[config.mk]
export PLATFORM = sky130hd
export DESIGN_NAME = serial_adder_mux_flat
export DESIGN_NICKNAME = d
export VERILOG_FILES = /design/src/rtl/serial_adder_mux_if.sv /design/src/rtl/serial_adder_mux.sv /design/src/flat_wrapper.sv
export SDC_FILE = /design/constraint.sdc
export NUM_CORES = 1
export LEC_CHECK = 0
export ABC_AREA = 0
export CAP_MARGIN = 25
export CORE_UTILIZATION = 30
export CTS_CLUSTER_DIAMETER = 200
export CTS_CLUSTER_SIZE = 8
export DETAILED_ROUTE_END_ITERATION = 8
export PLACE_DENSITY = 0.52
export SYNTH_ARGS = -nofsm -noshare
export SYNTH_HDL_FRONTEND = slang
export SYNTH_SLANG_ARGS = --single-unit
export TNS_END_PERCENT = 30
[constraint.sdc]
create_clock -name clk -period 1.41 [get_ports clk]
set_clock_uncertainty 0.05 [all_clocks]
set_input_delay 0.282 -clock clk [delete_from_list [all_inputs] [get_ports clk]]
set_output_delay 0.282 -clock clk [all_outputs]
set_load 0.05 [all_outputs]
[src/rtl/serial_adder_mux_if.sv]
// Handshake/operand bundle for serial_adder_mux; the sub/ovf signals exist only
// when SERIAL_ADDER_SUB_EN is defined.
interface serial_adder_mux_if #(
    parameter int WIDTH = 8
);
    logic             start;
    logic [WIDTH-1:0] a;
    logic [WIDTH-1:0] b;
    logic             cin;
    logic             busy;
    logic             done;
    logic [WIDTH-1:0] sum;
    logic             cout;
`ifdef SERIAL_ADDER_SUB_EN
    logic             sub;
    logic             ovf;

    modport master (output start, a, b, cin, sub, input busy, done, sum, cout, ovf);
    modport slave  (input start, a, b, cin, sub, output busy, done, sum, cout, ovf);
`else
    modport master (output start, a, b, cin, input busy, done, sum, cout);
    modport slave  (input start, a, b, cin, output busy, done, sum, cout);
`endif
endinterface

[src/rtl/serial_adder_mux.sv]
// Bit-serial LSB-first adder built on one mux-form full-adder cell; WIDTH+1 cycles per result.
// Optional subtract/overflow support is enabled with SERIAL_ADDER_SUB_EN.
module serial_adder_mux #(
    parameter int WIDTH = 8
) (
    input logic               clk,
    input logic               rst,
    serial_adder_mux_if.slave bus
);
    localparam int CW = $clog2(WIDTH + 1);

    typedef enum logic [1:0] {IDLE, RUN, DONE} state_t;

    state_t           state_reg;
    logic [WIDTH-1:0] a_sh_reg;
    logic [WIDTH-1:0] b_sh_reg;
    logic [WIDTH-1:0] res_reg;
    logic [WIDTH-1:0] res_next;
    logic [WIDTH-1:0] sum_reg;
    logic [CW-1:0]    count_reg;
    logic             carry_reg;
    logic             cout_reg;
    logic             busy_reg;
    logic             done_reg;
    logic             s_bit;
    logic             c_bit;
    logic             last_bit;
    logic [WIDTH-1:0] b_load;
    logic             carry_load;
`ifdef SERIAL_ADDER_SUB_EN
    logic             ovf_reg;

    // Subtraction is a + ~b + 1: invert B on load and force the carry FF to 1.
    assign b_load     = bus.sub ? ~bus.b : bus.b;
    assign carry_load = bus.sub ? 1'b1 : bus.cin;
    assign bus.ovf    = ovf_reg;
`else
    assign b_load     = bus.b;
    assign carry_load = bus.cin;
`endif

    always_comb begin
        s_bit = 1'b0;
        c_bit = 1'b0;
        if (b_sh_reg[0]) begin
            s_bit = a_sh_reg[0] ? carry_reg : ~carry_reg;
            c_bit = a_sh_reg[0] ? 1'b1 : carry_reg;
        end else begin
            s_bit = a_sh_reg[0] ? ~carry_reg : carry_reg;
            c_bit = a_sh_reg[0] ? carry_reg : 1'b0;
        end
    end

    generate
        if (WIDTH == 1) begin : g_res_w1
            assign res_next = s_bit;
        end else begin : g_res_wn
            assign res_next = {s_bit, res_reg[WIDTH-1:1]};
        end
    endgenerate

    assign last_bit = (count_reg == CW'(WIDTH - 1));

    always_ff @(posedge clk) begin
        if (rst) begin
            state_reg <= IDLE;
            a_sh_reg  <= '0;
            b_sh_reg  <= '0;
            res_reg   <= '0;
            sum_reg   <= '0;
            count_reg <= '0;
            carry_reg <= 1'b0;
            cout_reg  <= 1'b0;
            busy_reg  <= 1'b0;
            done_reg  <= 1'b0;
`ifdef SERIAL_ADDER_SUB_EN
            ovf_reg   <= 1'b0;
`endif
        end else begin
            done_reg <= 1'b0;
            case (state_reg)
                IDLE, DONE: begin
                    if (bus.start) begin
                        a_sh_reg  <= bus.a;
                        b_sh_reg  <= b_load;
                        carry_reg <= carry_load;
                        count_reg <= '0;
                        busy_reg  <= 1'b1;
                        state_reg <= RUN;
                    end else begin
                        state_reg <= IDLE;
                    end
                end
                RUN: begin
                    a_sh_reg  <= a_sh_reg >> 1;
                    b_sh_reg  <= b_sh_reg >> 1;
                    res_reg   <= res_next;
                    carry_reg <= c_bit;
                    count_reg <= count_reg + 1'b1;
                    if (last_bit) begin
                        // carry_reg here is the carry into the MSB, c_bit the carry out of it.
                        sum_reg   <= res_next;
                        cout_reg  <= c_bit;
`ifdef SERIAL_ADDER_SUB_EN
                        ovf_reg   <= carry_reg ^ c_bit;
`endif
                        done_reg  <= 1'b1;
                        busy_reg  <= 1'b0;
                        state_reg <= DONE;
                    end
                end
                default: state_reg <= IDLE;
            endcase
        end
    end

    assign bus.busy = busy_reg;
    assign bus.done = done_reg;
    assign bus.sum  = sum_reg;
    assign bus.cout = cout_reg;
endmodule

[src/flat_wrapper.sv]
// flat-port wrapper written by rule: the top's interface ports become plain ports
module serial_adder_mux_flat 
#(
    parameter int WIDTH = 8
)
  (clk, rst, bus_start, bus_a, bus_b, bus_cin, bus_busy, bus_done, bus_sum, bus_cout);
  serial_adder_mux_if #(.WIDTH(WIDTH)) bus_i ();
  input logic clk;
  input logic rst;
  input wire logic [$bits(bus_i.start)-1:0] bus_start;
  input wire logic [$bits(bus_i.a)-1:0] bus_a;
  input wire logic [$bits(bus_i.b)-1:0] bus_b;
  input wire logic [$bits(bus_i.cin)-1:0] bus_cin;
  output wire logic [$bits(bus_i.busy)-1:0] bus_busy;
  output wire logic [$bits(bus_i.done)-1:0] bus_done;
  output wire logic [$bits(bus_i.sum)-1:0] bus_sum;
  output wire logic [$bits(bus_i.cout)-1:0] bus_cout;
  assign bus_i.start = bus_start;
  assign bus_i.a = bus_a;
  assign bus_i.b = bus_b;
  assign bus_i.cin = bus_cin;
  assign bus_busy = bus_i.busy;
  assign bus_done = bus_i.done;
  assign bus_sum = bus_i.sum;
  assign bus_cout = bus_i.cout;
  serial_adder_mux #(.WIDTH(WIDTH)) u_core (.clk(clk), .rst(rst), .bus(bus_i));
endmodule
After elaboration in Yosys (flattened, before gate mapping):

Index checks and enable logic that the tools add are counted.

* register bits: 42
* input port bits: 20
* output and inout port bits: 11
* logic and storage cells: 46

* add/subtract/negate cells: 1
* eq/ne operators: 5
* multiplexer cells: 21
* bitwise operators: 2
* reduce and logical (&&, ||, !) cells: 7

Operator list (count)
* one-hot mux 8 bit (2 select lines): 2
* two-way mux 8 bit: 2
* two-way mux 1 bit: 11
* one-hot mux 4 bit (2 select lines): 1
* adder 4 x 1 -> 4 bit, second input constant: 1
* == test 4 x 3 -> 1 bit, second input constant: 1
* two-way mux 4 bit: 1
* one-hot mux 1 bit (2 select lines): 2
* one-hot mux 2 bit (2 select lines): 1
* AND reduction 2 bit: 2
* OR reduction 2 bit: 2
* AND reduction 3 bit: 1
* == test 2 x 1 -> 1 bit, second input constant: 1
* == test 2 bit, second input constant: 1
* zero test 2 bit: 1
* two-way mux 2 bit: 1
* != test 2 x 1 -> 1 bit, second input constant: 1
* != test 2 bit, second input constant: 1
* inverter 1 bit: 2
* nonzero test 2 bit: 1

Logic depth before layout (Yosys ltp):

* word-level depth: 4
* depth in mapped cells: 5

Worst setup path after synthesis:

No wires, ideal clock.

* kind: reg-to-reg
* start point: register u_core.count_reg[0]
* end point: register u_core.cout_reg, in the netlist u_core.bus.cout
* library setup time: 0.117 ns
* data arrival time: 1.203 ns
* required time: 1.243 ns
* setup slack: 0.040 ns
* cell stages (with the launch flop): 6
* path buffers: 1
* period minus slack after synthesis: 1.370 ns
* path through: dfxtp_1 -> ha_1 -> nand3b_4 -> o21ba_1 -> buf_6 -> a22o_1

* cells in the longest elaborated chain, start to end: 2

RTL lines
* start, declared: line serial_adder_mux.sv:20 `logic [CW-1:0] count_reg;`
* start signal, assigned: line serial_adder_mux.sv:99 `count_reg <= count_reg + 1'b1;`
* == test 4 x 3 -> 1 bit: line serial_adder_mux.sv:62 `assign last_bit = (count_reg == CW'(WIDTH - 1));`
* AND reduction 2 bit (no line)
* end signal, assigned: line serial_adder_mux.sv:103 `cout_reg <= c_bit;`
* end, declared: line serial_adder_mux.sv:22 `logic cout_reg;`

No other way between the ends.
A chain may end at the register's enable or synchronous reset.

Worst setup path after layout:

* start point: register u_core.a_sh_reg[0]
* end point: register u_core.res_reg[7]

* cells in the longest elaborated chain, start to end: 2

RTL lines
* start, declared: line serial_adder_mux.sv:15 `logic [WIDTH-1:0] a_sh_reg;`
* start signal, assigned: line serial_adder_mux.sv:84 `a_sh_reg <= bus.a;`
* start signal, assigned: line serial_adder_mux.sv:95 `a_sh_reg <= a_sh_reg >> 1;`
* two-way mux 1 bit, on equally long branches: line serial_adder_mux.sv:49, serial_adder_mux.sv:46
* two-way mux 1 bit (*): line serial_adder_mux.sv:45 `if (b_sh_reg[0]) begin`
* end signal, assigned: line serial_adder_mux.sv:97 `res_reg <= res_next;`
* end, declared: line serial_adder_mux.sv:17 `logic [WIDTH-1:0] res_reg;`

Mark *: on every way between the ends. The rest lies on a longest branch, timed or not.

==> results.toml <==
[outcome]
status = "completed"

[setup_path]
slowest_stage = "dfxtp_1"
critPathLaunchType = "flop"
path_cells = "inv_1 > ha_1 > xnor2_2 > buf_4 > a211oi_2"
end_kind = "flop"
arrival_ps = 1510
critical_path.max_stage_delay_ps = 380
path_buf_inv = 2
critPathTopFamily = "flip-flops"
cp.required_ps = 1580
cp_max_fo = 3
crit_type = "flop to flop"

[routing]
detail-route-antenna-nets = 0
drt_first_iter_violations = 65
vias_per_cell = 4.88
drt-total-wl_um = 3770
route.detailed.drc = 0
wl_per_cell_um = 13.3
vias = 1385
dr.pass1.iters = 4

[sta]
whs_ps = 417
setup_viol = 0
tightest_slew_ps = 230
min_period_ps = 1350
hold_violations = 0
final_max_slew_viol_count = 0
relSlewSlack_pct = 84.5
rsz0062_at_grt = "yes"
period_share_pct = 95.5
max_freq_ghz = 0.743

[place]
dpl-instance-area_mm2 = 0.00222
portBuffers = 30
place_hpwl_um = 2580
gp_congestion = 0.706
dp.cells = 276

[synthesis]
synthMuxAreaShare_pct = 1.38
synth_xor_area_share_pct = 0.537
yosysSeqAreaShare_pct = 50.3
syn_inst = 171
netlist_area_mm2 = 0.00163
synthArstFlopShare_pct = 0
synth_cell_types = 33
ys_seq_elements = 41
synthTopCellsByArea = "dfxtp_1, a21oi_1, a22oi_1"
synth_compound_area_share_pct = 22.2
ys_warn_count = 0
synth_largest_area_cell = "dfxtp_1"
synth_top_area_share_pct = 50.3
synthSimpleGateAreaFrac_pct = 17.1
synth_nets = 194
synth_fa_ha_area_share_pct = 2.30
syn_area_per_cell_um2 = 9.53
synth-edff-count = 0
synth_top_family_by_area = "compound AO/OA/AOI/OAI gates"
synth_ff_type = "dfxtp_1"

[cts]
path_clk_slew_ps = 80
cts_tree = "done"
clkSinkCount = 41
clock_path_buffers = 2
root_buffer = "clkbuf_8"
numCtsBuffers = 5
hold_buffers = 0
clk_latency_ps = 290
htreeDepth = 2

[floorplan]
die_h_um = 75.7
initial_utilization_pct = 31.5
die_w_um = 75.7
coreArea_mm2 = 0.00517
io_pins = 31
num_rows = 26
dieArea_mm2 = 0.00573

[global_routing]
antenna_found_initial = 0
grtUsageTotal_pct = 14.7
grt_max_degree = 23
overflow = 0
grt_pass1_wl_um = 6240
grt_pass1_vias = 1346

[final_layout]
layout_commonest_cell = "dfxtp_1"
final_cells = 284
synthToLayoutAreaGrowth_pct = 46.7
diodes = 0
mostFrequentLayoutCells = "dfxtp_1, a21oi_1, nand3_1, clkdlybuf4s50_1"
fillers = 496
drive_above_1_share_pct = 22.9
utilization_pct = 46.3
stdcell_area_mm2 = 0.00239
nets = 236

[pwr]
worst_ir_drop_vdd_mv = 0.403
power.leakage_nw = 0.934
power_density_mw_per_mm2 = 1120

[flow_run]
timing.max_cap.violations = 0

[hold_path]
min_path_type = "flop to flop"
layout make-up:
cell class	count	area, µm²	area share [%]
sequential	41	823	34.4
multi-input combinational	113	738	30.9
timing repair buffer	50	602	25.2
tap	70	87.6	3.66
clock buffer	5	68.8	2.88
clock inverter	3	65.1	2.72
inverter	2	7.51	0.314
per-layer routing:
| layer | GRT usage, % | wire length [µm] | vias to the layer above |
|---|---|---|---|
| met5 | 0 | 0 | - |
| met2 | 24.5 | 1820 | 28 |
| met1 | 18.4 | 1780 | 661 |
| li1 | - | - | 692 |
| met4 | 5.56 | 51 | 0 |
| met3 | 3.57 | 125 | 4 |
kinds of logic (layout without fill, tap and decap cells):
group,Yosys count,in the layout
buffers and inverters,17,60
AND/OR/NAND/NOR,52,52
adder cells (fa/ha/maj),3,3
AO/OA/AOI/OAI,55,55
flip-flops,41,41
multiplexers,2,2
XOR/XNOR,1,1
path summary, 6_finish.rpt:
kind / to / startpoint / slack (ps) / depth (start not counted)
hold / removal: u_core.res_reg[1]$_SDFFE_PP0N_ / u_core.res_reg[1]$_SDFFE_PP0N_ / 420 / 2
setup reg to reg: u_core.res_reg[7]$_SDFFE_PP0N_ / u_core.a_sh_reg[0]$_SDFFE_PP0P_ / 60 / 5
setup / recovery: u_core.res_reg[7]$_SDFFE_PP0N_ / u_core.a_sh_reg[0]$_SDFFE_PP0P_ / 60 / 5
hold reg to reg: u_core.res_reg[1]$_SDFFE_PP0N_ / u_core.res_reg[1]$_SDFFE_PP0N_ / 420 / 2
worst register-to-register path: cells and delay by family (launching register included):
family | cells | cell delay, ps
flip-flops | 1 | 380
XOR/XNOR | 1 | 150
buffers and inverters | 2 | 200
AO/OA/AOI/OAI | 1 | 190
adder cells (fa/ha/maj) | 1 | 300
synthesized netlist by cell type, types with 2 or more instances:
master and number:
nor2b_1 3, mux2_1 2, buf_2 8, nand3_1 19, dfxtp_1 41, nand2b_1 3, nand2_1 16, a22o_1 8
nor2_1 3, buf_6 2, ha_1 3, buf_4 3, inv_1 2, a21oi_1 26, a22oi_1 14
power by group:
part / internal, mW / switching, mW / total [mW]
registers: 1.20 / 0.0327 / 1.24
clock network: 0.703 / 0.413 / 1.12
logic: 0.170 / 0.162 / 0.332
through the flow:
stage / TNS [ps] / setup slack, ps / total power [mW]
after detailed placement: -5090 / -253 / 1.58
after global routing: -2.23 / -2.23 / 2.80
after global placement: -3550 / -168 / 1.57
final: 0 / 63.2 / 2.68
after CTS: 0 / 6.95 / 2.69
after floorplan: 0 / 40.2 / 1.44
repair_timing:
item,in CTS,in global routing
endpoints found under the setup margin,2,19
buffers inserted,0,0
resized for setup,1,7
Note: power is estimated with default switching activity, not from simulation.
